### config.mk
export PLATFORM = sky130hd
export DESIGN_NAME = seq_detector_param
export DESIGN_NICKNAME = d
export VERILOG_FILES = /design/src/rtl/seqdet_pkg.sv /design/src/rtl/seqdet_shifter.sv /design/src/rtl/seq_detector_param.sv
export SDC_FILE = /design/constraint.sdc
export NUM_CORES = 1
export LEC_CHECK = 0
export CAP_MARGIN = 0
export CORE_ASPECT_RATIO = 1.75
export CORE_MARGIN = 2
export CORE_UTILIZATION = 40
export CTS_BUF_LIST = sky130_fd_sc_hd__clkbuf_4 sky130_fd_sc_hd__clkbuf_8
export CTS_CLUSTER_DIAMETER = 50
export DETAILED_ROUTE_END_ITERATION = 10
export GPL_ROUTABILITY_DRIVEN = 0
export PLACE_DENSITY = 0.7
export SYNTH_ARGS = -nofsm -noshare
export SYNTH_HDL_FRONTEND = slang
export SYNTH_SLANG_ARGS = --single-unit
### constraint.sdc
create_clock -name clk -period 2.8 [get_ports clk]
set_clock_uncertainty 0.2 [all_clocks]
set_input_delay 0.56 -clock clk [delete_from_list [all_inputs] [get_ports clk]]
set_output_delay 0.56 -clock clk [all_outputs]
set_load 0.01 [all_outputs]
### src/rtl/seqdet_pkg.sv
// Shared types and constants for the parameterised serial sequence detector.
package seqdet_pkg;

  typedef enum logic {
    FILL  = 1'b0,
    ARMED = 1'b1
  } seqdet_state_e;

  localparam int DEF_MAX_LEN = 8;
  localparam int DEF_CNT_W   = 8;
  localparam logic [7:0] DEF_RST_PATTERN = 8'b0000_1011;
  localparam int DEF_RST_LEN = 4;

  // A pattern shorter than two bits is rejected by the config load path.
  localparam int LEN_MIN       = 2;
  localparam int LEN_MAX_LIMIT = 32;

endpackage

### src/rtl/seqdet_shifter.sv
// Bit-history shift register plus fill counter for the sequence detector.
// Fill counts bits consumed since the last clear and saturates at MAX_LEN.
module seqdet_shifter
  import seqdet_pkg::*;
#(
  parameter int MAX_LEN = DEF_MAX_LEN,
  parameter int FILL_W  = $clog2(DEF_MAX_LEN + 1)
) (
  input  logic               clk,
  input  logic               reset,
  input  logic               shiftEn_i,
  input  logic               clear_i,
  input  logic               fillClr_i,
  input  logic               bitIn_i,
  output logic [MAX_LEN-1:0] shiftReg_o,
  output logic [MAX_LEN-1:0] shiftNext_o,
  output logic [FILL_W-1:0]  fill_o
);

  localparam logic [FILL_W-1:0] FILL_MAX = FILL_W'(MAX_LEN);

  logic [MAX_LEN-1:0] shift_q, shift_d;
  logic [FILL_W-1:0]  fill_q, fill_d;

  assign shiftNext_o = {shift_q[MAX_LEN-2:0], bitIn_i};
  assign shiftReg_o  = shift_q;
  assign fill_o      = fill_q;

  // Next history/fill: a clear wins over a shift, a fill clear still keeps the new bit.
  always_comb begin
    shift_d = shift_q;
    fill_d  = fill_q;
    if (clear_i) begin
      shift_d = '0;
      fill_d  = '0;
    end else if (shiftEn_i) begin
      shift_d = shiftNext_o;
      if (fillClr_i) begin
        fill_d = '0;
      end else if (fill_q != FILL_MAX) begin
        fill_d = fill_q + FILL_W'(1);
      end
    end
  end

  // History and fill registers.
  always_ff @(posedge clk or posedge reset) begin
    if (reset) begin
      shift_q <= '0;
      fill_q  <= '0;
    end else begin
      shift_q <= shift_d;
      fill_q  <= fill_d;
    end
  end

endmodule

### src/rtl/seq_detector_param.sv
// Parameterised serial sequence detector with run-time loadable pattern and
// selectable overlapping / non-overlapping detection.
// Optional feature: define SEQDET_MATCH_CNT_EN to add the saturating match_cnt port.
module seq_detector_param
  import seqdet_pkg::*;
#(
  parameter int                    MAX_LEN     = DEF_MAX_LEN,
  parameter int                    CNT_W       = DEF_CNT_W,
  parameter logic [MAX_LEN-1:0]    RST_PATTERN = MAX_LEN'(DEF_RST_PATTERN),
  parameter int                    RST_LEN     = DEF_RST_LEN
) (
  input  logic                           clk,
  input  logic                           reset,
  input  logic                           valid,
  input  logic                           bit_in,
  input  logic                           overlap_en,
  input  logic                           cfg_load,
  input  logic [MAX_LEN-1:0]             cfg_pattern,
  input  logic [$clog2(MAX_LEN+1)-1:0]   cfg_len,
  output logic                           bit_out,
  output logic [MAX_LEN-1:0]             shift_reg
`ifdef SEQDET_MATCH_CNT_EN
  ,
  output logic [CNT_W-1:0]               match_cnt
`endif
);

  localparam int LEN_W = $clog2(MAX_LEN + 1);
  localparam logic [LEN_W-1:0] LEN_LO = LEN_W'(LEN_MIN);
  localparam logic [LEN_W-1:0] LEN_HI = LEN_W'(MAX_LEN);

  seqdet_state_e       state_q, state_d;
  logic                bitOut_q, bitOut_d;
  logic [MAX_LEN-1:0]  pattern_q, pattern_d;
  logic [LEN_W-1:0]    len_q, len_d;
  logic [MAX_LEN-1:0]  shiftNext;
  logic [MAX_LEN-1:0]  cmpMask;
  logic [LEN_W-1:0]    fill;
  logic                legalLoad;
  logic                consume;
  logic                reachLen;
  logic                patternHit;
  logic                matchHit;

  function automatic logic [MAX_LEN-1:0] lenMask(input logic [LEN_W-1:0] len);
    logic [MAX_LEN-1:0] m;
    m = '0;
    for (int i = 0; i < MAX_LEN; i++) begin
      m[i] = (i < int'(len));
    end
    return m;
  endfunction

  // A legal load takes the cycle over, so the same-cycle data bit is dropped.
  assign legalLoad  = cfg_load && (cfg_len >= LEN_LO) && (cfg_len <= LEN_HI);
  assign consume    = valid && !legalLoad;
  assign cmpMask    = lenMask(len_q);
  assign reachLen   = ({1'b0, fill} + {{LEN_W{1'b0}}, 1'b1}) >= {1'b0, len_q};
  assign patternHit = ((shiftNext ^ pattern_q) & cmpMask) == '0;
  assign matchHit   = consume && patternHit && ((state_q == ARMED) || reachLen);

  seqdet_shifter #(
    .MAX_LEN (MAX_LEN),
    .FILL_W  (LEN_W)
  ) u_shifter (
    .clk         (clk),
    .reset       (reset),
    .shiftEn_i   (consume),
    .clear_i     (legalLoad),
    .fillClr_i   (matchHit && !overlap_en),
    .bitIn_i     (bit_in),
    .shiftReg_o  (shift_reg),
    .shiftNext_o (shiftNext),
    .fill_o      (fill)
  );

  // Pattern/length capture; pattern bits above the new length are stored as zero.
  always_comb begin
    pattern_d = pattern_q;
    len_d     = len_q;
    if (legalLoad) begin
      pattern_d = cfg_pattern & lenMask(cfg_len);
      len_d     = cfg_len;
    end
  end

  // Pattern/length registers.
  always_ff @(posedge clk or posedge reset) begin
    if (reset) begin
      pattern_q <= RST_PATTERN;
      len_q     <= LEN_W'(RST_LEN);
    end else begin
      pattern_q <= pattern_d;
      len_q     <= len_d;
    end
  end

  // FSM state register, also holding the registered match pulse.
  always_ff @(posedge clk or posedge reset) begin
    if (reset) begin
      state_q  <= FILL;
      bitOut_q <= 1'b0;
    end else begin
      state_q  <= state_d;
      bitOut_q <= bitOut_d;
    end
  end

  // FSM next state: ARMED once enough history exists, back to FILL when history restarts.
  always_comb begin
    state_d = state_q;
    case (state_q)
      FILL: begin
        if (consume && reachLen && !(matchHit && !overlap_en)) begin
          state_d = ARMED;
        end
      end
      ARMED: begin
        if (matchHit && !overlap_en) begin
          state_d = FILL;
        end
      end
      default: state_d = FILL;
    endcase
    if (legalLoad) begin
      state_d = FILL;
    end
  end

  // FSM output: pulse next cycle exactly when a consumed bit completes the pattern.
  always_comb begin
    bitOut_d = matchHit;
  end

  assign bit_out = bitOut_q;

`ifdef SEQDET_MATCH_CNT_EN
  logic [CNT_W-1:0] matchCnt_q, matchCnt_d;

  // Match counter: counts alongside each pulse, sticks at all-ones, cleared by a legal load.
  always_comb begin
    matchCnt_d = matchCnt_q;
    if (legalLoad) begin
      matchCnt_d = '0;
    end else if (matchHit && (matchCnt_q != {CNT_W{1'b1}})) begin
      matchCnt_d = matchCnt_q + CNT_W'(1);
    end
  end

  // Match counter register.
  always_ff @(posedge clk or posedge reset) begin
    if (reset) begin
      matchCnt_q <= '0;
    end else begin
      matchCnt_q <= matchCnt_d;
    end
  end

  assign match_cnt = matchCnt_q;
`endif

endmodule
==> Yosys cells after proc, flatten, opt, wreduce, memory -nomap -nowiden <==
Cells that the tools add are included.
W data, S select, Z words.
{ "totals": {"inputBits": 18, "word_cells": 58, "romBits": 0, "mem_count": 0, "ff_bits": 26, "latchBits": 0, "ram_bits": 0} }
{ "op_classes": {"div_mod_pow": 0, "magnitude_cmp": 19, "mux": 10, "n_bitwise": 4, "n_reduce_logical": 16, "n_eq_ne": 1, "multipliers": 0, "add_sub_neg": 2, "shift": 0} }
{ "ops": {"columns": ["op", "n"], "rows": [
  ["$lt A3 B4 Y1 const A", 8],
  ["$and A8 B8 Y8", 2],
  ["$lt A1 B4 Y1 const A", 4],
  ["$lt A2 B4 Y1 const A", 4],
  ["$mux W4", 4],
  ["$mux W8", 2],
  ["$logic_and A1 B1 Y1", 8],
  ["$logic_not A8 Y1", 1],
  ["$xor A8 B8 Y8", 1],
  ["$add A4 B1 Y5 const B", 1],
  ["$ge A5 B4 Y1", 1],
  ["$add A4 B1 Y4 const B", 1],
  ["$ge A4 B2 Y1 const B", 1],
  ["$le A4 B4 Y1 const B", 1],
  ["$ne A4 B4 Y1 const B", 1],
  ["$logic_not A1 Y1", 3],
  ["$mux W1", 3],
  ["$reduce_bool A3 Y1", 1],
  ["$pmux W1 S2", 1],
  ["$reduce_and A2 Y1", 1],
  ["$reduce_bool A2 Y1", 1],
  ["$logic_or A1 B1 Y1", 1],
  ["$not A1 Y1", 1]
]} }

==> Depth between registers and ports, before layout <==
Gate-level depths: netlist (run 1).
{ "logic_depth": {"ltp_word": 13, "depth_mapped": 8} }

==> By module <==
From an unflattened synthesis (run 1), not the netlist that was laid out.
{ "unflattened": {"hier_cells": 163, "area_unflattened_um2": 1569.0} }
{ "modules_own_cells": {"columns": ["module", "cells_each", "n_inst", "area_per_inst_um2"], "rows": [
  ["seq_detector_param", 100, 1, 929.6],
  ["seqdet_shifter", 63, 1, 639.4]
]} }

==> Worst setup path after synthesis (run 1) <==
Ideal clock, no wire load.
{ "synth_timing": {"path_kind": "reg-to-reg", "from": "register u_shifter.fill_q[0], in the netlist u_shifter.fill_o[0]", "to": "register u_shifter.fill_q[0], in the netlist u_shifter.fill_o[0]", "setup_ns": 0.096, "t_arrival_ns": 2.019, "t_required_ns": 2.504, "n_path_buf": 0, "stages_incl_launch_ff": 9, "synth_period_minus_slack_ns": 2.315, "path_slack_ns": 0.485, "cell_sequence": "dfrtp_1 -> ha_1 -> nor2b_1 -> or2_2 -> ha_1 -> a211oi_1 -> o21ai_0 -> and4bb_4 -> nor4_2"} }
{ "synth_between": {"elab_chain_cells": 8, "elab_cells_between_ends": 13, "classes_between": "add/sub (2); order compare (1); eq/ne (1); mux (4); reduce/logical (5)"} }
{ "synth_rtl": {"columns": ["element", "line", "text"], "rows": [
  ["start, declared", "seqdet_shifter.sv:23", "logic [FILL_W-1:0] fill_q, fill_d;"],
  ["start signal, assigned", "seqdet_shifter.sv:53", "fill_q <= fill_d;"],
  ["$add A4 B1 Y5", "seq_detector_param.sv:58", "assign reachLen = ({1'b0, fill} + {{LEN_W{1'b0}}, 1'b1}) >= {1'b0, len_q};"],
  ["$ge A5 B4 Y1", "seq_detector_param.sv:58", null],
  ["$logic_or A1 B1 Y1", "seq_detector_param.sv:60", "assign matchHit = consume && patternHit && ((state_q == ARMED) || reachLen);"],
  ["$logic_and A1 B1 Y1", "seq_detector_param.sv:60", null],
  ["$logic_and A1 B1 Y1", "seq_detector_param.sv:70", ".fillClr_i (matchHit && !overlap_en),"],
  ["$mux W4", "seqdet_shifter.sv:38", "if (fillClr_i) begin"],
  ["$mux W4", "seqdet_shifter.sv:36", "end else if (shiftEn_i) begin"],
  ["$mux W4", "seqdet_shifter.sv:33", "if (clear_i) begin"]
]} }
Parallel ways exist; a longest one is shown, timed or not. The select of a mux whose other input is x is not followed.
A chain may end at the register's enable or synchronous reset.

==> Final worst setup path (run 1) <==
Ends and elaborated chain as after synthesis.

==> results of run 1 <==
[cells by family (layout without fill, tap and decap cells)]
family / Yosys count / count (layout) / share of synthesized area, %
AOI/OAI and AO/OA: 36 / 36 / 16.9
DFF: 26 / 26 / 42.9
xor gates and xnor gates: 9 / 9 / 5.16
buffers and inverters: 15 / 43 / 4.34
muxes: 8 / 8 / 5.24
and+or+nand+nor: 61 / 61 / 20.5
adders and majority gates: 6 / 6 / 4.91
[worst min-delay path: cells and delay by family (launching register included)]
family           cells  cell delay [ns]
and+or+nand+nor      2             0.10
DFF                  1             0.38
[through the flow]
stage	hold slack, ns	worst slack, ns
after global placement	0.259	0.267
after floorplan	0.246	0.485
after CTS	0.285	0.294
after global routing	0.292	0.103
after detailed placement	0.269	0.184
final	0.283	0.275
[report_power, final]
part           internal (µW)  total (µW)  switching (µW)
Clock                    191         318             126
Combinational            203         401             198
Sequential               450         528            78.0
[state kept, by name, summed over array words and instances (netlist names)]
| name | cells |
|---|---|
| u_shifter.shiftReg_o | 8 |
| bit_out | 1 |
| u_shifter.fill_o | 4 |
| state_q | 1 |
| len_q | 4 |
| pattern_q | 8 |
[how the worst max path moves through the flow]
stage	from	depth (start not counted)	slack [ns]	end
finish	u_shifter.fill_o[0]	8	0.28	u_shifter.fill_o[0]
global route	u_shifter.fill_o[0]	8	0.10	u_shifter.fill_o[0]
CTS	u_shifter.fill_o[0]	8	0.29	u_shifter.fill_o[0]
detailed placement	cfg_len[1]	5	0.18	u_shifter.fill_o[2]
global placement	cfg_len[1]	5	0.27	u_shifter.fill_o[3]
floorplan	u_shifter.fill_o[0]	8	0.49	u_shifter.fill_o[0]
[cell usage in the layout (no fill, tap or decap), drive strengths merged, types with 4 or more instances in the layout]
| cell type | count |
|---|---|
| xor2 | 6 |
| dfstp | 4 |
| nand2 | 27 |
| mux2i | 8 |
| clkdlybuf4s50 | 26 |
| nor2 | 13 |
| buf | 6 |
| o31ai | 4 |
| o21ai | 12 |
| nand3 | 5 |
| ha | 6 |
| inv | 7 |
| dfrtp | 22 |
[layer usage]
metal,part of all wire [%],track usage [%]
met2,56,34.4
met4,1.6,6.63
met5,0,0
met1,39,19.8
met3,3.2,2.26
[final cells by class]
class                           count  share of cell area, %
Clock buffer                        3                   2.15
Clock inverter                      1                   1.56
Inverter                            7                   1.37
Multi-Input combinational cell    120                   42.0
Sequential cell                    26                   34.1
Tap cell                           46                   2.99
Timing Repair Buffer               32                   15.9
==> reports/metrics.cfg, run 1 <==
[status]
outcome = finished, final reports clean

[die]
core_um2 = 3630
ios = 27
rows = 29
die_w_um = 50.7
die_h_um = 85.8
die_area_um2 = 4350
start_util_pct = 42.1

[setup_path]
start_kind = flop
ff2ff_setup_slack_ns = 0.28
path_buf_inv = 0
crit_chain = ha_1 > nor2b_1 > or2_2 > ha_1 > a211oi_1 > o21ai_0 > and4bb_4 > nor4_2
cp-end-kind = flop
cp_slowest_cell = dfrtp_1
r2r-start = u_shifter.fill_o[0]
crit_top_cell = ha_1
setup.worst_path.class = flop to flop
critical_path_required_ns = 2.79
path_delay_family = simple AND/OR/NAND/NOR gates
cp.arrival_ns = 2.51
cp_slowest_stage_delay_ns = 0.45
r2r-end = u_shifter.fill_o[0]
cp_max_fo = 7
ff2ff_path_depth = 8

[cells_and_area]
multiInputGateArea_um2 = 807
layoutNonFillerInstCount = 235
area_growth_pct = 25.8
final-seq-area_um2 = 656
stdcell_area_um2 = 1920
insertedDiodeCount = 0
nets = 214
final_util_pct = 53.0
layout-drive-gt1-share_pct = 10.6
fill_cells = 336

[logic_synthesis]
yosysMostFrequentCell = nand2_1
synthTopCellsByArea = dfrtp_1, dfstp_2, nand2_1
synth_warnings = 0
synthTopCellsByCount = nand2_1, dfrtp_1, nor2_1
syn_area_um2 = 1530
synthFlopType = dfrtp_1
synth-edff-count = 0
synthArstFlopShare_pct = 100
synth_seq_cells = 26
synthCells = 161
synth_top_area_cell = dfrtp_1
syn_area_per_cell_um2 = 9.50
ys_seq_area_share_pct = 42.9
synth.distinct_cells = 42
syn-num-nets = 185
synth_top_area_share_pct = 36.0

[sta]
rsz0062_at_grt = no
drv_slew = 0
worstMarginPinSlew_ns = 0.434
setup_viol = 0
tns_ns = 0
fin_crit_ns = 2.52
relSlewSlack_pct = 70.7
post-route-period-util_pct = 90.2
clock.fmax_ghz = 0.396
hold_viol = 0

[placement]
place_inst = 231
dp_hpwl_um = 2720
io_buffers = 26
place_area_um2 = 1850

[min_path]
holdPathStages = 2
min_from = pattern_q[1]
hold_path_end = pattern_q[1]
hold_path.class = flop to flop

[grt]
grt_remaining_overflow = 0
grt_max_degree = 27
grt.total_usage_pct = 18.1
grt_pass1_vias = 1310
grt_pass1_wl_um = 5990
antenna_found_initial = 0

[clock_network]
path_clk_slew_ns = 0.09
cts-resized-gates = 0
clock_latency_ns = 0.27
htree_levels = 1
cts-buffers-inserted = 3
clk_path_buf_depth = 2
cts_tree = built
cts_root_buf = clkbuf_8
postCtsHoldBufs = 0
postCtsSetupRepairBufs = 0
cts.sinks = 26

[routing]
wirelength_um = 3550
viasPerCell = 5.39
dr.pass1.iters = 4
antenna_left = 0
drc = 0
detail_route.wl_per_cell_um = 15.1
num_vias = 1266
drtIter0Drc = 57

[pwr]
power.total_uw = 1250
ir_worst_vdd_v = 0.000321
p_per_area_nw_per_um2 = 648
p_leak_uw = 0.000889

[run]
cap_viol_max_count = 0

Note: power is estimated with default switching activity, not from simulation.
==> inputs of run 2 (changes only) <==
Settings changed: SKIP_CTS_REPAIR_TIMING set to 1.
==> results of run 2 <==
Final layout, timing and power as in run 1 (identical DEF).
